`config.mk`:
```
export PLATFORM = sky130hd
export DESIGN_NAME = ram_read_arbiter_flat
export DESIGN_NICKNAME = d
export VERILOG_FILES = /design/src/rtl/ram_read_arbiter_if.sv /design/src/rtl/ram_read_arbiter.sv /design/src/flat_wrapper.sv
export SDC_FILE = /design/constraint.sdc
export NUM_CORES = 1
export LEC_CHECK = 0
export ABC_CLOCK_PERIOD_IN_PS = 2000
export CORE_MARGIN = 10
export CORE_UTILIZATION = 29
export CTS_BUF_LIST = sky130_fd_sc_hd__clkbuf_16
export DETAILED_ROUTE_END_ITERATION = 6
export PLACE_DENSITY = 0.81
export SLEW_MARGIN = 0
export SYNTH_ARGS = -nofsm -noshare
export SYNTH_HDL_FRONTEND = slang
export SYNTH_SLANG_ARGS = --single-unit
```
`constraint.sdc`:
```
create_clock -name clk -period 2 [get_ports clk]
set_input_delay 0.2 -clock clk [delete_from_list [all_inputs] [get_ports clk]]
set_output_delay 0.2 -clock clk [all_outputs]
set_load 0.05 [all_outputs]
```
`src/rtl/ram_read_arbiter_if.sv`:
```
// ram_read_arbiter_if: bundles the requester, response, write and RAM port
// signals of ram_read_arbiter.
//   slave  modport : arbiter view (drives readys, responses and RAM ports)
//   master modport : environment view (drives requests, writes, ram_doutb)
// Parameters WIDTH/DEPTH must match the arbiter instance using it.
interface ram_read_arbiter_if #(
    parameter int unsigned WIDTH = 8,
    parameter int unsigned DEPTH = 32
);
    localparam int unsigned AW = (DEPTH > 1) ? $clog2(DEPTH) : 1;

    logic             req0_valid;
    logic             req0_ready;
    logic [AW-1:0]    req0_addr;
    logic             req1_valid;
    logic             req1_ready;
    logic [AW-1:0]    req1_addr;
    logic             resp0_valid;
    logic [WIDTH-1:0] resp0_data;
    logic             resp1_valid;
    logic [WIDTH-1:0] resp1_data;
    logic             wr_valid;
    logic             wr_ready;
    logic [AW-1:0]    wr_addr;
    logic [WIDTH-1:0] wr_data;
    logic             ram_write;
    logic [AW-1:0]    ram_addra;
    logic [WIDTH-1:0] ram_dina;
    logic             ram_read;
    logic [AW-1:0]    ram_addrb;
    logic [WIDTH-1:0] ram_doutb;

    modport slave (
        input  req0_valid, req0_addr, req1_valid, req1_addr,
        input  wr_valid, wr_addr, wr_data, ram_doutb,
        output req0_ready, req1_ready, resp0_valid, resp0_data,
        output resp1_valid, resp1_data, wr_ready,
        output ram_write, ram_addra, ram_dina, ram_read, ram_addrb
    );

    modport master (
        output req0_valid, req0_addr, req1_valid, req1_addr,
        output wr_valid, wr_addr, wr_data, ram_doutb,
        input  req0_ready, req1_ready, resp0_valid, resp0_data,
        input  resp1_valid, resp1_data, wr_ready,
        input  ram_write, ram_addra, ram_dina, ram_read, ram_addrb
    );
endinterface

```
`src/rtl/ram_read_arbiter.sv`:
```
// ram_read_arbiter: shares one RAM read port between two read requesters
// with round-robin arbitration, and passes a single write requester
// straight through to the RAM write port. Reads that hit the address being
// written in the same cycle are stalled for that cycle. Each accepted read
// is tracked through a READ_LATENCY-deep tag pipeline so its response valid
// is routed to the right requester when the RAM data arrives.
// Ports:
//   clk : clock, rising edge
//   rst : asynchronous active-high reset
//   bus : ram_read_arbiter_if.slave (requests, responses, write, RAM ports)
// Parameters: WIDTH word bits, DEPTH words, READ_LATENCY RAM latency (1..8).
module ram_read_arbiter #(
    parameter int unsigned WIDTH        = 8,
    parameter int unsigned DEPTH        = 32,
    parameter int unsigned READ_LATENCY = 2
) (
    input  logic              clk,
    input  logic              rst,
    ram_read_arbiter_if.slave bus
);
    localparam int unsigned AW = (DEPTH > 1) ? $clog2(DEPTH) : 1;

    logic                    last_grant_q;
    logic                    last_grant_d;
    logic [READ_LATENCY-1:0] tag_valid_q;
    logic [READ_LATENCY-1:0] tag_valid_d;
    logic [READ_LATENCY-1:0] tag_id_q;
    logic [READ_LATENCY-1:0] tag_id_d;

    logic                    any_valid;
    logic                    winner;
    logic [AW-1:0]           win_addr;
    logic                    collision;
    logic                    accept;
    logic [WIDTH-1:0]        rd_data;

    // Arbitration and collision detection; readiness never looks at the
    // other requester's ready, only at valids, addresses and the write port.
    always_comb begin
        any_valid    = bus.req0_valid | bus.req1_valid;
        winner       = 1'b0;
        if (bus.req0_valid && bus.req1_valid) begin
            winner = ~last_grant_q;
        end else begin
            winner = bus.req1_valid;
        end
        win_addr     = winner ? bus.req1_addr : bus.req0_addr;
        collision    = bus.wr_valid && any_valid && (win_addr == bus.wr_addr);
        // rst gating keeps readys and ram_read low throughout reset.
        accept       = any_valid && !collision && !rst;
        last_grant_d = accept ? winner : last_grant_q;
    end

    // Tag pipeline shift: stage 0 takes the current accept.
    if (READ_LATENCY > 1) begin : g_tag_shift
        assign tag_valid_d = {tag_valid_q[READ_LATENCY-2:0], accept};
        assign tag_id_d    = {tag_id_q[READ_LATENCY-2:0], accept & winner};
    end else begin : g_tag_single
        assign tag_valid_d = accept;
        assign tag_id_d    = accept & winner;
    end

    // State registers; reset makes requester 0 win the first arbitration
    // and discards every read still in flight.
    always_ff @(posedge clk or posedge rst) begin
        if (rst) begin
            last_grant_q <= 1'b1;
            tag_valid_q  <= '0;
            tag_id_q     <= '0;
        end else begin
            last_grant_q <= last_grant_d;
            tag_valid_q  <= tag_valid_d;
            tag_id_q     <= tag_id_d;
        end
    end

    // Write requester is a straight pass-through.
    assign bus.wr_ready   = 1'b1;
    assign bus.ram_write  = bus.wr_valid;
    assign bus.ram_addra  = bus.wr_addr;
    assign bus.ram_dina   = bus.wr_data;

    // Read port and requester handshakes.
    assign bus.req0_ready = accept & ~winner;
    assign bus.req1_ready = accept & winner;
    assign bus.ram_read   = accept;
    assign bus.ram_addrb  = accept ? win_addr : '0;

    // Responses: data is shared, only the valids are steered by the tag.
    assign rd_data         = bus.ram_doutb;
    assign bus.resp0_data  = rd_data;
    assign bus.resp1_data  = rd_data;
    assign bus.resp0_valid = tag_valid_q[READ_LATENCY-1] & ~tag_id_q[READ_LATENCY-1];
    assign bus.resp1_valid = tag_valid_q[READ_LATENCY-1] & tag_id_q[READ_LATENCY-1];
endmodule
```
`src/flat_wrapper.sv`:
```
// flat-port wrapper written by rule: the top's interface ports become plain ports
module ram_read_arbiter_flat 
#(
    parameter int unsigned WIDTH        = 8,
    parameter int unsigned DEPTH        = 32,
    parameter int unsigned READ_LATENCY = 2
)
  (clk, rst, bus_req0_valid, bus_req0_addr, bus_req1_valid, bus_req1_addr, bus_wr_valid, bus_wr_addr, bus_wr_data, bus_ram_doutb, bus_req0_ready, bus_req1_ready, bus_resp0_valid, bus_resp0_data, bus_resp1_valid, bus_resp1_data, bus_wr_ready, bus_ram_write, bus_ram_addra, bus_ram_dina, bus_ram_read, bus_ram_addrb);
  ram_read_arbiter_if #(.WIDTH(WIDTH), .DEPTH(DEPTH)) bus_i ();
  input  logic clk;
  input  logic rst;
  input wire logic [$bits(bus_i.req0_valid)-1:0] bus_req0_valid;
  input wire logic [$bits(bus_i.req0_addr)-1:0] bus_req0_addr;
  input wire logic [$bits(bus_i.req1_valid)-1:0] bus_req1_valid;
  input wire logic [$bits(bus_i.req1_addr)-1:0] bus_req1_addr;
  input wire logic [$bits(bus_i.wr_valid)-1:0] bus_wr_valid;
  input wire logic [$bits(bus_i.wr_addr)-1:0] bus_wr_addr;
  input wire logic [$bits(bus_i.wr_data)-1:0] bus_wr_data;
  input wire logic [$bits(bus_i.ram_doutb)-1:0] bus_ram_doutb;
  output wire logic [$bits(bus_i.req0_ready)-1:0] bus_req0_ready;
  output wire logic [$bits(bus_i.req1_ready)-1:0] bus_req1_ready;
  output wire logic [$bits(bus_i.resp0_valid)-1:0] bus_resp0_valid;
  output wire logic [$bits(bus_i.resp0_data)-1:0] bus_resp0_data;
  output wire logic [$bits(bus_i.resp1_valid)-1:0] bus_resp1_valid;
  output wire logic [$bits(bus_i.resp1_data)-1:0] bus_resp1_data;
  output wire logic [$bits(bus_i.wr_ready)-1:0] bus_wr_ready;
  output wire logic [$bits(bus_i.ram_write)-1:0] bus_ram_write;
  output wire logic [$bits(bus_i.ram_addra)-1:0] bus_ram_addra;
  output wire logic [$bits(bus_i.ram_dina)-1:0] bus_ram_dina;
  output wire logic [$bits(bus_i.ram_read)-1:0] bus_ram_read;
  output wire logic [$bits(bus_i.ram_addrb)-1:0] bus_ram_addrb;
  assign bus_i.req0_valid = bus_req0_valid;
  assign bus_i.req0_addr = bus_req0_addr;
  assign bus_i.req1_valid = bus_req1_valid;
  assign bus_i.req1_addr = bus_req1_addr;
  assign bus_i.wr_valid = bus_wr_valid;
  assign bus_i.wr_addr = bus_wr_addr;
  assign bus_i.wr_data = bus_wr_data;
  assign bus_i.ram_doutb = bus_ram_doutb;
  assign bus_req0_ready = bus_i.req0_ready;
  assign bus_req1_ready = bus_i.req1_ready;
  assign bus_resp0_valid = bus_i.resp0_valid;
  assign bus_resp0_data = bus_i.resp0_data;
  assign bus_resp1_valid = bus_i.resp1_valid;
  assign bus_resp1_data = bus_i.resp1_data;
  assign bus_wr_ready = bus_i.wr_ready;
  assign bus_ram_write = bus_i.ram_write;
  assign bus_ram_addra = bus_i.ram_addra;
  assign bus_ram_dina = bus_i.ram_dina;
  assign bus_ram_read = bus_i.ram_read;
  assign bus_ram_addrb = bus_i.ram_addrb;
  ram_read_arbiter #(.WIDTH(WIDTH), .DEPTH(DEPTH), .READ_LATENCY(READ_LATENCY)) u_core (.clk(clk), .rst(rst), .bus(bus_i));
endmodule
```
Word-level counts from Yosys, hierarchy flattened:

Cells that the tools add are included.

* flip-flop bits (word level): 5
* input port bits: 36
* output and inout bits: 41
* logic and storage cells: 22

* equal/unequal tests: 1
* multiplexer cells: 3
* bitwise operators: 8
* reductions and logical operators: 7

Operators with widths (number)
* $mux 5: 2
* $eq 5x5->1: 1
* $logic_and 1x1->1: 5
* $and 1x1->1: 4
* $not 1->1: 3
* $logic_not 1->1: 2
* $mux 1: 1
* $or 1x1->1: 1

Logic depth before layout (Yosys ltp):

* depth after elaboration: 9
* depth in mapped cells: 6
* depth with buffers taken out: 5

Least setup slack after synthesis:

OpenSTA, ideal clock, no wires.

* path type: register -> output
* start: register u_core.last_grant_q
* end: output port bus_ram_addrb[2]
* arrival: 2.218 ns
* data required time: 1.800 ns
* setup slack: -0.418 ns
* cell stages (with the launch flop): 7
* buffers on the path: 1
* cell sequence: dfstp_2 > a21boi_4 > buf_6 > mux2i_2 > o221ai_2 > nor2_1 > a2111oi_2

* cells in the longest elaborated chain, start to end: 9

RTL lines
* from (decl): RTL line ram_read_arbiter.sv:23 `logic last_grant_q;`
* from (signal assigned): RTL line ram_read_arbiter.sv:71 `last_grant_q <= last_grant_d;`
* $not 1->1 (*): RTL line ram_read_arbiter.sv:43 `winner = ~last_grant_q;`
* $mux 1 (*): RTL line ram_read_arbiter.sv:42 `if (bus.req0_valid && bus.req1_valid) begin`
* $mux 5 (*): RTL line ram_read_arbiter.sv:47 `win_addr = winner ? bus.req1_addr : bus.req0_addr;`
* $eq 5x5->1: RTL line ram_read_arbiter.sv:48 `collision = bus.wr_valid && any_valid && (win_addr == bus.wr_addr);`
* $logic_and 1x1->1: RTL line ram_read_arbiter.sv:48
* $logic_not 1->1: RTL line ram_read_arbiter.sv:50 `accept = any_valid && !collision && !rst;`
* $logic_and 1x1->1 (2 in series): RTL line ram_read_arbiter.sv:50
* $mux 5 (*): RTL line ram_read_arbiter.sv:87 `assign bus.ram_addrb = accept ? win_addr : '0;`
* to (decl): RTL line flat_wrapper.sv:31 `output wire logic [$bits(bus_i.ram_addrb)-1:0] bus_ram_addrb;`

Mark *: on every way between the ends. The rest lies on a longest branch, timed or not.

Worst setup path after layout:

* start: register u_core.last_grant_q
* end: output port bus_ram_addrb[0]

Same word-level chain as after synthesis.

==> reports/qor.txt <==
Fmax achieved -> 441 MHz
Startpoint type of the worst setup path -> register
Measured slew at the worst slew-check pin -> 0.501 ns
Slowest CP cell -> dfstp_2
Fin crit share -> 113%
Min-Delay Path Class -> in -> async
Post-synth cell types -> 24
Area grow syn2layout -> 63.1%
Number of port buffers -> 35
Synth top area share -> 31.5%
Setup TNS -> -1.92 ns
DRC violations left -> 0
Clk sink count -> 5
Initial antenna violation count -> 0
Later-pin clock latency in the skew report -> 0.23 ns
Wirelength per Cell -> 16.0 um
CTS Hold Bufs -> 0
Vias/cell -> 4.46
Critical path data arrival time -> 2.07 ns
PwrDens -> 654 nW/um^2
Routability Congestion -> 0.830
Root buffer cell -> clkbuf_16
Mapped Nets -> 120
FP Rows -> 18
Crit path max-delay family -> buffers and inverters
Hold Vio Cnt, Final -> 0
Reg2reg start -> u_core.last_grant_q$_DFFE_PP1P_
Placed instance area -> 965 um^2
Routed Wire Length -> 2210 um
CTS tree -> done
Lkg Pwr -> 0.512 nW
WP buf/inv -> 3
Seq/Total Area, Yosys -> 17.1%
ANT nets after route -> 0
Iteration-0 DRC Markers -> 17
Final core area utilization -> 49.0%
Finished Cell Area -> 1200 um^2
Crit-path max FO -> 7
First-pass GRT wire length -> 3460 um
Asr flop ratio synth -> 100%
CP Capture Type -> primary output
Final Max Tran Viols -> 0
Fill count -> 239
Reg2reg path depth -> 9
CP peak stage delay -> 0.38 ns
Tmin final -> 2.27 ns
Congestion Overflow GR -> 0
CP dominant cell by count -> buf_6
# Max-Cap Violations -> 0
Number of synthesized register bits -> 5
All-layer global routing usage -> 8.78%
Synth Flop Type -> dfrtp_1
Yosys warns -> 0
Clock slew at reported path FFs -> 0.03 ns
Number of global-route vias before repair -> 699
Post-synthesis instance area -> 738 um^2
Core area -> 2450 um^2
Normalized max-slew margin -> 66.5%
Post-synth EDFFs -> 0
Kind of critical path -> reg -> out
Setup WS post-layout -> -0.268 ns
Gate count after technology mapping -> 84
Tot Pwr -> 787 uW
Height of the die -> 70.5 um
Share of layout cells above drive strength 1 -> 50.0%
Pre-CTS setup slack -> -0.413 ns
Worst Clk Skew -> 0.000518 ns
Antenna cells -> 0
Violated checks -> setup timing
Width of the die -> 70.5 um
CP required -> 1.80 ns
H-Tree Depth -> 1
CTS Buffer Depth -> 2
Critical path, cell by cell -> a21boi_4 -> buf_6 -> mux2i_1 -> nand4_2 -> o31ai_4 -> buf_6 -> nor2_1 -> buf_6
Status -> finished with violations
Avg Inst Size Synth -> 8.79 um^2
Yosys top cell by area -> buf_4
RSZ-0062 raised after global routing -> true
Reg2reg end -> u_core.last_grant_q$_DFFE_PP1P_
Total CTS buffers -> 3
Initial core utilization -> 30.1%
Dpl hpwl -> 1630 um
Io pins -> 77
Worst VDD drop -> 0.000678 V
Drt first pass iters -> 2
Total die area -> 4960 um^2
Vias post-DR -> 615
Largest net degree at the start of global routing -> 8
Reg-to-reg setup timing slack -> 0.17 ns
Nets -> 145
Top post-synthesis cells by area -> buf_4 (32%), dfrtp_1 (14%), mux2i_1 (9.5%)
Setup Viol. Count Final -> 8
sequential cells by signal (all words and copies together), names as in the netlist:
register and count:
u_core.last_grant_q 1, u_core.tag_id_q 2, u_core.tag_valid_q 2
metal layers:
layer | track usage, % | vias up | part of all wire, %
li1 | - | 296 | -
met1 | 7.13 | 276 | 31
met2 | 15.3 | 33 | 52
met3 | 6.07 | 10 | 14
met4 | 5.04 | 0 | 2.9
met5 | 0 | - | 0
cell type report:
cell class,instances,area [um^2],share of cell area [%]
flip-flops and latches,5,126,10.5
well taps,30,37.5,3.12
repair buffers,52,492,40.9
clock inverters,1,3.75,0.312
inverters,3,11.3,0.936
multi-input cells,44,458,38.0
clock buffers,3,75.1,6.24
cells in the mapped netlist (2+ instances only):
| master | n |
|---|---|
| buf_4 | 31 |
| nor2_1 | 9 |
| nor2b_1 | 9 |
| mux2i_1 | 7 |
| dfrtp_1 | 4 |
| inv_1 | 3 |
| mux2i_2 | 2 |
| xnor2_1 | 2 |
| xor2_1 | 2 |
timing repair:
action / 4_1_cts / 5_1_grt
pin swaps: 6 / 3
resized for setup: 27 / 4
endpoints found under the setup margin: 8 / 8
cloned: 1 / 0
buffers inserted: 3 / 1
cells in the final DEF (no fill, tap or decap), types with 2 or more instances in the layout:
cell type,count
nor2b_1,9
xor2_1,2
clkbuf_16,3
mux2i_4,3
inv_1,3
buf_4,18
nor2_2,3
dfrtp_1,4
buf_6,11
dlygate4sd2_1,2
mux2i_1,5
clkdlybuf4s50_1,19
nor2_1,3
nor2_4,3
through the flow:
step	hold WS, ns	instances
2_1_floorplan	-0.0141	84
3_3_place_gp	0.332	129
3_5_place_dp	0.336	129
4_1_cts	0.319	137
5_1_grt	0.344	138
6_report	0.315	138
power by group:
group	total [mW]	internal, mW	switching (mW)
logic	0.349	0.161	0.188
clock network	0.320	0.259	0.0618
registers	0.118	0.113	0.00530
worst max-delay path by stage:
stage	start	slack, ns	endpoint	cells after the start
after floorplan	u_core.last_grant_q$_DFFE_PP1P_	-0.10	bus_ram_addrb[0]	5
after global placement	bus_req1_valid	-0.32	bus_ram_read	8
after detailed placement	bus_req1_valid	-0.41	bus_ram_read	8
after CTS	u_core.last_grant_q$_DFFE_PP1P_	-0.25	bus_ram_addrb[2]	7
after global routing	u_core.last_grant_q$_DFFE_PP1P_	-0.35	bus_ram_addrb[0]	8
final	u_core.last_grant_q$_DFFE_PP1P_	-0.27	bus_ram_addrb[0]	8
kinds of logic after synthesis:
group                  share of synthesized area (%)
multiplexers                                    13.2
other                                          0.508
flip-flops                                      17.1
XOR/XNOR                                        4.75
AO/OA/AOI/OAI                                   11.4
buffers and inverters                           34.6
AND/OR/NAND/NOR                                 18.5
Note: power is estimated with default switching activity, not from simulation.
